<file path="config.mk">
export PLATFORM = sky130hd
export DESIGN_NAME = waveform_meter
export DESIGN_NICKNAME = d
export VERILOG_FILES = /design/src/rtl/waveform_meter.sv
export SDC_FILE = /design/constraint.sdc
export NUM_CORES = 1
export LEC_CHECK = 0
export ABC_AREA = 1
export ABC_CLOCK_PERIOD_IN_PS = 1800
export CAP_MARGIN = 25
export CELL_PAD_IN_SITES_DETAIL_PLACEMENT = 0
export CELL_PAD_IN_SITES_GLOBAL_PLACEMENT = 1
export CORE_MARGIN = 5
export CORE_UTILIZATION = 30
export CTS_CLUSTER_SIZE = 40
export DETAILED_ROUTE_END_ITERATION = 10
export HOLD_SLACK_MARGIN = 0.08
export PLACE_DENSITY_LB_ADDON = 0.1
export SLEW_MARGIN = 20
export SYNTH_ARGS = -nofsm -noshare
export SYNTH_HDL_FRONTEND = slang
export SYNTH_SLANG_ARGS = --single-unit
</file>
<file path="constraint.sdc">
create_clock -name clk -period 1.8 [get_ports clk]
set_input_delay 0.18 -clock clk [delete_from_list [all_inputs] [get_ports clk]]
set_output_delay 0.18 -clock clk [all_outputs]
set_load 0.1 [all_outputs]
</file>
<file path="src/rtl/waveform_meter.sv">
// Rising-crossing period and peak meter for an 8-bit sample stream, with hysteresis.
// Optional macro METER_TIMEOUT_EN: drop lock and flag timeout when the period counter saturates.
module waveform_meter #(
    parameter logic [7:0] THRESH = 8'd128,
    parameter logic [7:0] HYST   = 8'd8,
    parameter int         CNT_W  = 16
) (
    input  logic             clk,
    input  logic             reset,
    input  logic             sample_valid,
    input  logic [7:0]       sample_in,
    output logic [CNT_W-1:0] period,
    output logic [7:0]       peak_max,
    output logic [7:0]       peak_min,
    output logic             meas_valid,
    output logic             locked,
    output logic             timeout
);

    localparam logic [8:0]       HI_SUM  = {1'b0, THRESH} + {1'b0, HYST};
    localparam logic [7:0]       LO      = (THRESH > HYST) ? THRESH - HYST : 8'd0;
    localparam logic [7:0]       HI      = HI_SUM[8] ? 8'hFF : HI_SUM[7:0];
    localparam logic [CNT_W-1:0] CNT_MAX = '1;
    localparam logic [CNT_W-1:0] CNT_ONE = {{(CNT_W-1){1'b0}}, 1'b1};

    typedef enum logic {SEEK, RUN} state_e;

    state_e           state_q, state_d;
    logic             armed_q, armed_d;
    logic [CNT_W-1:0] cnt_q, cnt_d;
    logic [7:0]       run_max_q, run_max_d;
    logic [7:0]       run_min_q, run_min_d;
    logic [CNT_W-1:0] period_q, period_d;
    logic [7:0]       peak_max_q, peak_max_d;
    logic [7:0]       peak_min_q, peak_min_d;
    logic             meas_valid_q, meas_valid_d;
    logic             locked_q, locked_d;
    logic             timeout_q, timeout_d;
    logic             crossing;

    assign crossing = sample_valid && armed_q && (sample_in >= HI);

    always_comb begin
        state_d      = state_q;
        armed_d      = armed_q;
        cnt_d        = cnt_q;
        run_max_d    = run_max_q;
        run_min_d    = run_min_q;
        period_d     = period_q;
        peak_max_d   = peak_max_q;
        peak_min_d   = peak_min_q;
        meas_valid_d = 1'b0;
        locked_d     = locked_q;
        timeout_d    = timeout_q;

        if (crossing) begin
            armed_d = 1'b0;
            // The crossing sample itself belongs to the period it closes.
            if (state_q == RUN) begin
                period_d     = (cnt_q == CNT_MAX) ? CNT_MAX : cnt_q + CNT_ONE;
                peak_max_d   = (sample_in > run_max_q) ? sample_in : run_max_q;
                peak_min_d   = (sample_in < run_min_q) ? sample_in : run_min_q;
                meas_valid_d = 1'b1;
                locked_d     = 1'b1;
                timeout_d    = 1'b0;
            end
            state_d   = RUN;
            cnt_d     = '0;
            run_max_d = 8'h00;
            run_min_d = 8'hFF;
        end else if (sample_valid) begin
            if (sample_in <= LO) armed_d = 1'b1;
            if (state_q == RUN) begin
                cnt_d     = (cnt_q == CNT_MAX) ? CNT_MAX : cnt_q + CNT_ONE;
                run_max_d = (sample_in > run_max_q) ? sample_in : run_max_q;
                run_min_d = (sample_in < run_min_q) ? sample_in : run_min_q;
`ifdef METER_TIMEOUT_EN
                // Counter range exhausted: the signal is lost, re-acquire from scratch.
                if (cnt_d == CNT_MAX) begin
                    timeout_d = 1'b1;
                    locked_d  = 1'b0;
                    state_d   = SEEK;
                    armed_d   = 1'b0;
                end
`endif
            end
        end

`ifndef METER_TIMEOUT_EN
        timeout_d = 1'b0;
`endif
    end

    always_ff @(posedge clk) begin
        if (!reset) begin
            state_q      <= SEEK;
            armed_q      <= 1'b0;
            cnt_q        <= '0;
            run_max_q    <= 8'h00;
            run_min_q    <= 8'hFF;
            period_q     <= '0;
            peak_max_q   <= 8'h00;
            peak_min_q   <= 8'h00;
            meas_valid_q <= 1'b0;
            locked_q     <= 1'b0;
            timeout_q    <= 1'b0;
        end else begin
            state_q      <= state_d;
            armed_q      <= armed_d;
            cnt_q        <= cnt_d;
            run_max_q    <= run_max_d;
            run_min_q    <= run_min_d;
            period_q     <= period_d;
            peak_max_q   <= peak_max_d;
            peak_min_q   <= peak_min_d;
            meas_valid_q <= meas_valid_d;
            locked_q     <= locked_d;
            timeout_q    <= timeout_d;
        end
    end

    assign period     = period_q;
    assign peak_max   = peak_max_q;
    assign peak_min   = peak_min_q;
    assign meas_valid = meas_valid_q;
    assign locked     = locked_q;
    assign timeout    = timeout_q;

endmodule

</file>
==> flow_metrics.tcl, run 1 <==
set metrics [dict create \
    crit_required_ns 2.08 \
    final_util_pct 39.7 \
    synth_warnings 0 \
    initial_core_util_pct 30.8 \
    dpl_worst_slack_ns -0.272 \
    num_io_pins 46 \
    crit_path_cell_trace "inv_1 > ha_1 > nand2_1 > inv_1 > nor2_1 > o21a_1 > buf_6 > nand3_1 > nand3_1 > nand2_1 > inv_1" \
    fin_tns_setup_ns 0 \
    synth_top_area_cell "dfxtp_1" \
    seq_power_share_pct 40.7 \
    setup_viol 0 \
    tritoncts "done" \
    cts_max_level 3 \
    syn_area_per_cell_um2 7.06 \
    fin_skew_ns 0.00862 \
    power.switching_w 0.000919 \
    final_cells 769 \
    cts.path.max_buffers 2 \
    powerDensity_nw_per_um2 789 \
    drc 0 \
    finalHoldViolCount 0 \
    core_um2 12100 \
    syn_inst 528 \
    placed_cells 753 \
    placed_area_um2 4440 \
    yosysMostFrequentCell "nand2_1" \
    crit_type "flip-flop to flip-flop" \
    dieArea_um2 14800 \
    startpoint "run_min_q[7]$_SDFFE_PP1P_" \
    seq_area_frac_synth_pct 36.5 \
    area_growth_pct 28.8 \
    fp.dieH_um 122 \
    numCtsBuffers 9 \
    synth_edf_count 0 \
    wire_per_inst_um 13.0 \
    firstDrtPassIters 6 \
    power_switching_share_pct 24.2 \
    fmax_mhz 602 \
    grt_pass1_wl_um 16500 \
    die_w_um 122 \
    crit_path_end_kind "flip-flop" \
    antenna_left 0 \
    critPathArrivalTime_ns 1.95 \
    num_rows 40 \
    fin_crit_ns 1.66 \
    cpMaxStageDelayCell "dfxtp_1" \
    drt_iter0_drc 229 \
    async_flop_share_pct 0 \
    synthFlopType "dfxtp_1" \
    dp_hpwl_um 7410 \
    timing.final.crit_share_pct 92.3 \
    timing.rr.start "run_min_q[7]$_SDFFE_PP1P_" \
    status "finished clean" \
    antenna_found_initial 0 \
    synth_cell_types 33 \
    overflow 0 \
    ctsRootBufferMaster "clkbuf_16" \
    crit_top_cell "inv_1" \
    num_antenna_cells 0 \
    grt_max_degree 30 \
    port_buffers 44 \
    vias_per_cell 4.49 \
    min_from "sample_in[3]" \
    cp-start-kind "flip-flop" \
    clkSinkCount 68 \
    min_path_type "input port to flip-flop" \
    routed_wl_um 9990 \
    final_cell_area_um2 4800 \
    first_global_vias 3420 \
    worst_slack_ns 0.138 \
    p_clk_share_pct 50.8 \
    share_comb_of_total_power_pct 8.5 \
    vdd_ir_drop_max_mv 0.452 \
    ys_top_cells_by_count "nand2_1 (110), inv_1 (82), dfxtp_1 (68)" \
    drive_gt1_share_pct 19.0 \
    critPathMaxFanout 8 \
    yosysTopAreaCellShare_pct 36.5 \
    finalNetCount 623 \
    path_clk_slew_ns 0.06 \
    clock_latency_ns 0.34 \
    hold_buffers 0 \
    slowest_delay_ns 0.37 \
    p_int_w 0.00287 \
    power.leakage_nw 2.44 \
    syn-num-nets 555 \
    grt_usage_pct 14.3 \
    via_count 3451 \
    gp_congestion 0.780 \
    synthTopCellsByArea "dfxtp_1 (36%), nand2_1 (11%), inv_1 (8.3%)" \
    slew_violations 0 \
    cap_violations 0 \
    ys_ff_latch 68 \
    syn_area_um2 3730 \
]
==> cell usage in the layout (no fill, tap or decap), types with 3 or more instances in the layout <==
cell             Yosys  layout
nand2_1            110     109
nand3_2              7       8
o21ai_0             13      13
clkbuf_16            0       9
nor2_1              43      42
buf_4                5      65
nor3_1               4       4
nand2_2              8       7
o21ai_1             16      16
ha_1                16      16
inv_2                4       4
dfxtp_1             68      68
xor2_1               3       3
o211ai_1             5       5
clkdlybuf4s50_1      0       8
nand3_1             47      46
inv_1               82      82
a21oi_1             34      34
nor2_2               3       3
o21bai_1             8       8
nand4_1              5       5
o21a_1              22      22
==> what timing repair did <==
| action | 4_1_cts | 5_1_grt |
|---|---|---|
| setup buffers | 0 | 0 |
| setup endpoints to repair | 1 | 17 |
| resized for setup | 1 | 9 |
| pin swaps | 0 | 0 |
==> kinds of logic (layout without fill, tap and decap cells) <==
family,count (synthesis),in the layout,share of synthesized area [%]
adders and majority gates,16,16,5.37
AOI/OAI and AO/OA,99,99,15.7
xor gates and xnor gates,4,4,0.939
and+or+nand+nor,233,233,29.1
buffers and inverters,107,180,12.3
other,1,1,0.101
DFF,68,68,36.5
==> power groups by stage <==
stage / clock network [W] / logic [W] / registers [W]
finish: 0.00192 / 0.000323 / 0.00154
global route: 0.00206 / 0.000365 / 0.00154
CTS: 0.00199 / 0.000320 / 0.00154
detailed placement: 0 / 0.000316 / 0.00158
global placement: 0 / 0.000316 / 0.00158
floorplan: 0 / 0.000173 / 0.00159
==> worst max-delay path: cells and delay by family, from the launching register on <==
family	cells	cell delay (ns)
adders and majority gates	1	0.29
and+or+nand+nor	5	0.41
buffers and inverters	4	0.31
DFF	1	0.37
AOI/OAI and AO/OA	1	0.21
==> state kept, by name, summed over array words and instances (netlist names) <==
| signal | flops |
|---|---|
| armed_q | 1 |
| state_q | 1 |
| cnt_q | 16 |
| period | 16 |
| run_min_q | 8 |
| meas_valid | 1 |
| run_max_q | 8 |
| peak_min | 8 |
| peak_max | 8 |
| locked | 1 |
==> final cells by class <==
class,count,area (µm²)
clock inverters,7,98.8
repair buffers,78,644
inverters,86,323
well taps,168,210
flip-flops and latches,68,1360
fillers,1328,7310
multi-input cells,353,1940
clock buffers,9,225
==> final timing paths <==
kind	endpoint	slack [ns]	depth (start not counted)
setup / recovery	peak_min[0]$_SDFFE_PN0P_	0.14	11
hold / removal	run_min_q[3]$_SDFFE_PP1P_	0.37	5
setup reg to reg	peak_min[0]$_SDFFE_PN0P_	0.14	11
hold reg to reg	armed_q$_SDFFE_PP0P_	0.45	2
==> stage by stage <==
| stage | hold WS (ns) | power, W |
|---|---|---|
| floorplan | 0.357 | 0.00176 |
| global placement | 0.437 | 0.00189 |
| detailed placement | 0.443 | 0.00189 |
| CTS | 0.452 | 0.00385 |
| global route | 0.414 | 0.00397 |
| finish | 0.371 | 0.00379 |
==> metal layers <==
metal | vias to the layer above | part of all wire, % | track usage, %
li1 | 1837 | - | -
met1 | 1546 | 45 | 17.0
met2 | 57 | 49 | 24.6
met3 | 11 | 3.9 | 4.20
met4 | 0 | 1.5 | 4.69
met5 | - | 0 | 0
(Power assumes the default switching activity.)
==> run 2, diff against run 1 <==
--- a/config.mk
+++ b/config.mk
@@ -14,6 +14,7 @@
 export CORE_UTILIZATION = 30
 export CTS_CLUSTER_SIZE = 40
 export DETAILED_ROUTE_END_ITERATION = 10
+export GPL_TIMING_DRIVEN = 0
 export HOLD_SLACK_MARGIN = 0.08
 export PLACE_DENSITY_LB_ADDON = 0.1
 export SLEW_MARGIN = 20
==> run 2 against run 1 <==
  * Sequential cell count unchanged
  * Total power down 5.8%
  * Design area down 0.86%
  * Maximum frequency down 4.6%
  * Non-clock buffer count down 9
  * Register-to-register slack about the same
  * Largest power group unchanged
  * Via count down 0.49%
  * Largest cell class unchanged
==> flow_metrics.tcl, run 2 (synthesis gave the netlist of run 1 again) <==
set metrics [dict create \
    status "finished clean" \
    critPathArrivalTime_ns 1.56 \
    timing.final.crit_share_pct 96.7 \
    initial_core_util_pct 30.8 \
    critPathMaxFanout 2 \
    cp-start-kind "flip-flop" \
    first_global_vias 3232 \
    crit_path_cell_trace "dlygate4sd2_1" \
    final_util_pct 39.3 \
    vias_per_cell 4.52 \
    dp_hpwl_um 7720 \
    worst_path_dominant_cell_family "buffers and inverters" \
    num_io_pins 46 \
    port_buffers 44 \
    slew_headroom_pct 35.8 \
    overflow 0 \
    area_growth_pct 27.7 \
    crit_path_end_kind "output port" \
    grt_pass1_wl_um 16600 \
    firstDrtPassIters 4 \
    final_cell_area_um2 4760 \
    core_um2 12100 \
    clkSinkCount 68 \
    antenna_left 0 \
    fin_skew_ns 0.00411 \
    grt_usage_pct 14.6 \
    placed_area_um2 4380 \
    seq_power_share_pct 43.2 \
    share_comb_of_total_power_pct 8.6 \
    power.switching_w 0.000863 \
    tritoncts "done" \
    drc 0 \
    finalHoldViolCount 0 \
    p_int_w 0.00271 \
    drive_gt1_share_pct 13.0 \
    slew_violations 0 \
    clock_latency_ns 0.33 \
    grt_max_degree 11 \
    cts_max_level 3 \
    fmax_mhz 574 \
    setup_viol 0 \
    layout_common_cells "nand2_1 (105), inv_1 (82), dfxtp_1 (66)" \
    power_w 0.00357 \
    vdd_ir_drop_max_mv 0.354 \
    num_rows 40 \
    routed_wl_um 10300 \
    finalNetCount 614 \
    fp.dieH_um 122 \
    fin_crit_ns 1.74 \
    final_cells 759 \
    drt_iter0_drc 165 \
    gp_congestion 0.818 \
    slowest_delay_ns 0.87 \
    die_w_um 122 \
    cap_violations 0 \
    wire_per_inst_um 13.6 \
    crit_buf_inv 1 \
    via_count 3434 \
    num_antenna_cells 0 \
    numCtsBuffers 9 \
    final_common_cell "nand2_1" \
    power.leakage_nw 2.50 \
    power_switching_share_pct 24.2 \
    hold_ws_ns 0.395 \
    powerDensity_nw_per_um2 750 \
    hold_buffers 0 \
    dieArea_um2 14800 \
    placed_cells 740 \
    p_clk_share_pct 48.2 \
    cpMaxStageDelayCell "dlygate4sd2_1" \
    cts.path.max_buffers 2 \
    ctsRootBufferMaster "clkbuf_16" \
    antenna_found_initial 0 \
    rsz0062_at_grt "yes" \
    worstMarginPinSlew_ns 0.966 \
    min_path_type "input port to flip-flop" \
    crit_type "flip-flop to output port" \
    path_clk_slew_ns 0.05 \
    crit_required_ns 1.62 \
]
==> run 2: changes by cell type in the layout (fill, tap and decap cells not counted), sizes merged <==
cell,before,now
buf,68,20
dlygate4sd2,0,38
clkbuf,9,19
clkdlybuf4s50,8,3
dlymetal6s2s,2,3
clkinv,3,1
inv,87,86
clkinvlp,1,0
bufinv,2,0
==> run 2: area by class of cell <==
cell class	instances	area, µm²
Buffer	21	144
Clock buffer	14	284
Clock inverter	1	5.00
Fill cell	1339	7350
Inverter	86	323
Multi-Input combinational cell	353	1990
Sequential cell	68	1360
Tap cell	168	210
Timing Repair Buffer	48	443
==> run 2: worst paths after layout <==
path | cells after the start | to | startpoint | slack [ns]
setup reg to reg | 11 | run_max_q[0]$_SDFFE_PP0P_ | run_max_q[5]$_SDFFE_PP0P_ | 0.13
hold / removal | 5 | run_min_q[4]$_SDFFE_PP1P_ | sample_in[4] | 0.40
hold reg to reg | 2 | armed_q$_SDFFE_PP0P_ | armed_q$_SDFFE_PP0P_ | 0.45
setup / recovery | 1 | period[0] | period[0]$_SDFFE_PN0P_ | 0.06
==> run 2: stage by stage <==
step           setup WS, ns  setup TNS, ns
4_1_cts              0.0239              0
3_5_place_dp         -0.700         -21.14
3_3_place_gp         -0.684         -20.38
5_1_grt             -0.0112        -0.0323
6_report             0.0587              0
2_1_floorplan         0.255              0
==> run 2: routing by layer <==
metal / share of wire, % / track usage, %
met4: 0.92 / 3.78
met5: 0 / 0
met2: 50 / 25.0
met1: 46 / 18.1
met3: 3.3 / 4.15
==> run 2: worst register-to-register path, delay by kind of cell (launching register included) <==
kind | cells | cell delay [ns]
buf+inv | 2 | 0.09
flops | 1 | 0.33
fa+ha+maj | 1 | 0.29
simple gates | 8 | 0.86
==> run 2: power by group through the flow <==
stage | combinational (W) | clock [W] | sequential [W]
4_1_cts | 0.000290 | 0.00178 | 0.00154
6_report | 0.000307 | 0.00172 | 0.00154
3_3_place_gp | 0.000281 | 0 | 0.00158
2_1_floorplan | 0.000173 | 0 | 0.00159
5_1_grt | 0.000344 | 0.00185 | 0.00155
3_5_place_dp | 0.000284 | 0 | 0.00158
==> run 2: repair_timing <==
action	in CTS	in global routing
pin swaps	0	2
gates resized for setup	45	19
setup endpoints to repair	66	33
setup buffers	0	4
==> run 3, diff against run 2 <==
--- a/config.mk
+++ b/config.mk
@@ -16,6 +16,7 @@
 export DETAILED_ROUTE_END_ITERATION = 10
 export GPL_TIMING_DRIVEN = 0
 export HOLD_SLACK_MARGIN = 0.08
+export MAX_ROUTING_LAYER = met4
 export PLACE_DENSITY_LB_ADDON = 0.1
 export SLEW_MARGIN = 20
 export SYNTH_ARGS = -nofsm -noshare
==> run 3 against run 2 <==
  * Routed wire length grew 0.16%
  * Global-route usage grew 0.42 points
  * Register-to-register slack is essentially flat
  * Cell count is the same
  * Die area is the same
  * Via count grew 0.38%
  * Sequential share of layout area is the same
  * Design area is the same
  * Utilization is the same
  * Sequential cell count is the same
  * Clock power is essentially flat
  * Sequential power is essentially flat
==> flow_metrics.tcl, run 3 (synthesis gave the netlist of run 1 again) <==
set metrics [dict create \
    drc 0 \
    first_global_vias 3229 \
    dp_hpwl_um 7720 \
    min_path_type "input port to flip-flop" \
    crit_type "flip-flop to output port" \
    slew_headroom_pct 35.8 \
    drive_gt1_share_pct 13.0 \
    r2r-end "run_max_q[0]$_SDFFE_PP0P_" \
    critPathMaxFanout 2 \
    vias_per_cell 4.54 \
    cts.path.max_buffers 2 \
    rsz0062_at_grt "yes" \
    fin_crit_ns 1.74 \
    min_from "sample_in[4]" \
    crit_required_ns 1.62 \
    worst-r2r-setup-slack_ns 0.13 \
    critPathArrivalTime_ns 1.56 \
    area_growth_pct 27.7 \
    hold_depth 5 \
    power_w 0.00358 \
    fp.dieH_um 122 \
    die_w_um 122 \
    path_clk_slew_ns 0.05 \
    fmax_mhz 575 \
    powerDensity_nw_per_um2 751 \
    finalHoldViolCount 0 \
    num_io_pins 46 \
    via_count 3447 \
    core_um2 12100 \
    clock_latency_ns 0.33 \
    finalNetCount 614 \
    antenna_found_initial 0 \
    slew_violations 0 \
    crit_path_cell_trace "dlygate4sd2_1" \
    worst_slack_ns 0.0594 \
    final_util_pct 39.3 \
    fin_skew_ns 0.00358 \
    worst_path_dominant_cell_family "buffers and inverters" \
    drt_iter0_drc 179 \
    cap_violations 0 \
    grt_pass1_wl_um 16700 \
    timing.final.crit_share_pct 96.7 \
    power.leakage_nw 2.50 \
    layout_common_cells "nand2_1 (105), inv_1 (82), dfxtp_1 (66)" \
    worstMarginPinSlew_ns 0.966 \
    grt_usage_pct 15.1 \
    rr_worst_depth 11 \
    final_common_cell "nand2_1" \
    cts_max_level 3 \
    wire_per_inst_um 13.6 \
    port_buffers 44 \
    overflow 0 \
    final_cells 759 \
    cp-start-kind "flip-flop" \
    vdd_ir_drop_max_mv 0.354 \
    crit_buf_inv 1 \
    crit_path_end_kind "output port" \
    num_antenna_cells 0 \
    initial_core_util_pct 30.8 \
    tritoncts "done" \
    startpoint "period[0]$_SDFFE_PN0P_" \
    antenna_left 0 \
    slowest_delay_ns 0.87 \
    numCtsBuffers 9 \
    firstDrtPassIters 4 \
    ctsRootBufferMaster "clkbuf_16" \
    placed_cells 740 \
    dpl_worst_slack_ns -0.700 \
    clkSinkCount 68 \
    dieArea_um2 14800 \
    setup_viol 0 \
    num_rows 40 \
    routed_wl_um 10300 \
    timing.rr.start "run_max_q[5]$_SDFFE_PP0P_" \
    cpMaxStageDelayCell "dlygate4sd2_1" \
    hold_end "run_min_q[4]$_SDFFE_PP1P_" \
    grt_max_degree 11 \
    hold_ws_ns 0.389 \
    gp_congestion 0.830 \
    status "finished clean" \
]
## run 3: layout make-up
cell class / instances / area, µm²
sequential: 68 / 1360
tap: 168 / 210
fill: 1339 / 7350
timing repair buffer: 48 / 443
clock buffer: 14 / 284
inverter: 86 / 323
buffer: 21 / 144
multi-input combinational: 353 / 1990
clock inverter: 1 / 5.00
## run 3: stage by stage
stage / setup TNS [ns] / area [µm²]
2_1_floorplan: 0 / 3730
3_3_place_gp: -20.38 / 4380
3_5_place_dp: -21.14 / 4380
4_1_cts: 0 / 4660
5_1_grt: -0.0325 / 4760
6_report: 0 / 4760
## run 3: timing repair
action	4_1_cts	5_1_grt
endpoints found under the setup margin	66	33
pin swaps	0	2
gates resized for setup	45	19
setup buffers	0	4
hold buffers	0	0
## run 3: worst reg2reg max path, stage by stage (launching register included)
cell     delay [ns]
dfxtp_1        0.33
inv_1          0.06
ha_1           0.29
nand2_1        0.08
nor2_4         0.16
nand2_1        0.11
nand2_4        0.13
nand2_4        0.11
nand2_1        0.12
nand3_1        0.08
nand2_1        0.07
inv_1          0.03
## run 3: how the worst max path moves through the flow
stage                                end  slack [ns]  depth (start not counted)
2_1_floorplan  run_max_q[1]$_SDFFE_PP0P_        0.26                         11
3_3_place_gp    peak_max[7]$_SDFFE_PN0P_       -0.68                         11
3_5_place_dp    peak_max[7]$_SDFFE_PN0P_       -0.70                         11
4_1_cts         peak_max[7]$_SDFFE_PN0P_        0.02                         13
5_1_grt        run_max_q[0]$_SDFFE_PP0P_       -0.01                         11
6_report                       period[0]        0.06                          1
## run 3: per-layer routing
| metal | vias to the layer above | wire, µm | global-route usage (%) |
|---|---|---|---|
| met5 | - | 0 | - |
| met4 | 0 | 110 | 3.78 |
| met3 | 7 | 311 | 4.06 |
| met2 | 46 | 5170 | 25.0 |
| met1 | 1581 | 4720 | 18.2 |
| li1 | 1813 | - | - |
## run 3: power by group
group          internal, W  switching (W)
Combinational     0.000108       0.000199
Sequential         0.00153      0.0000178
Clock              0.00107       0.000650
Total              0.00271       0.000867
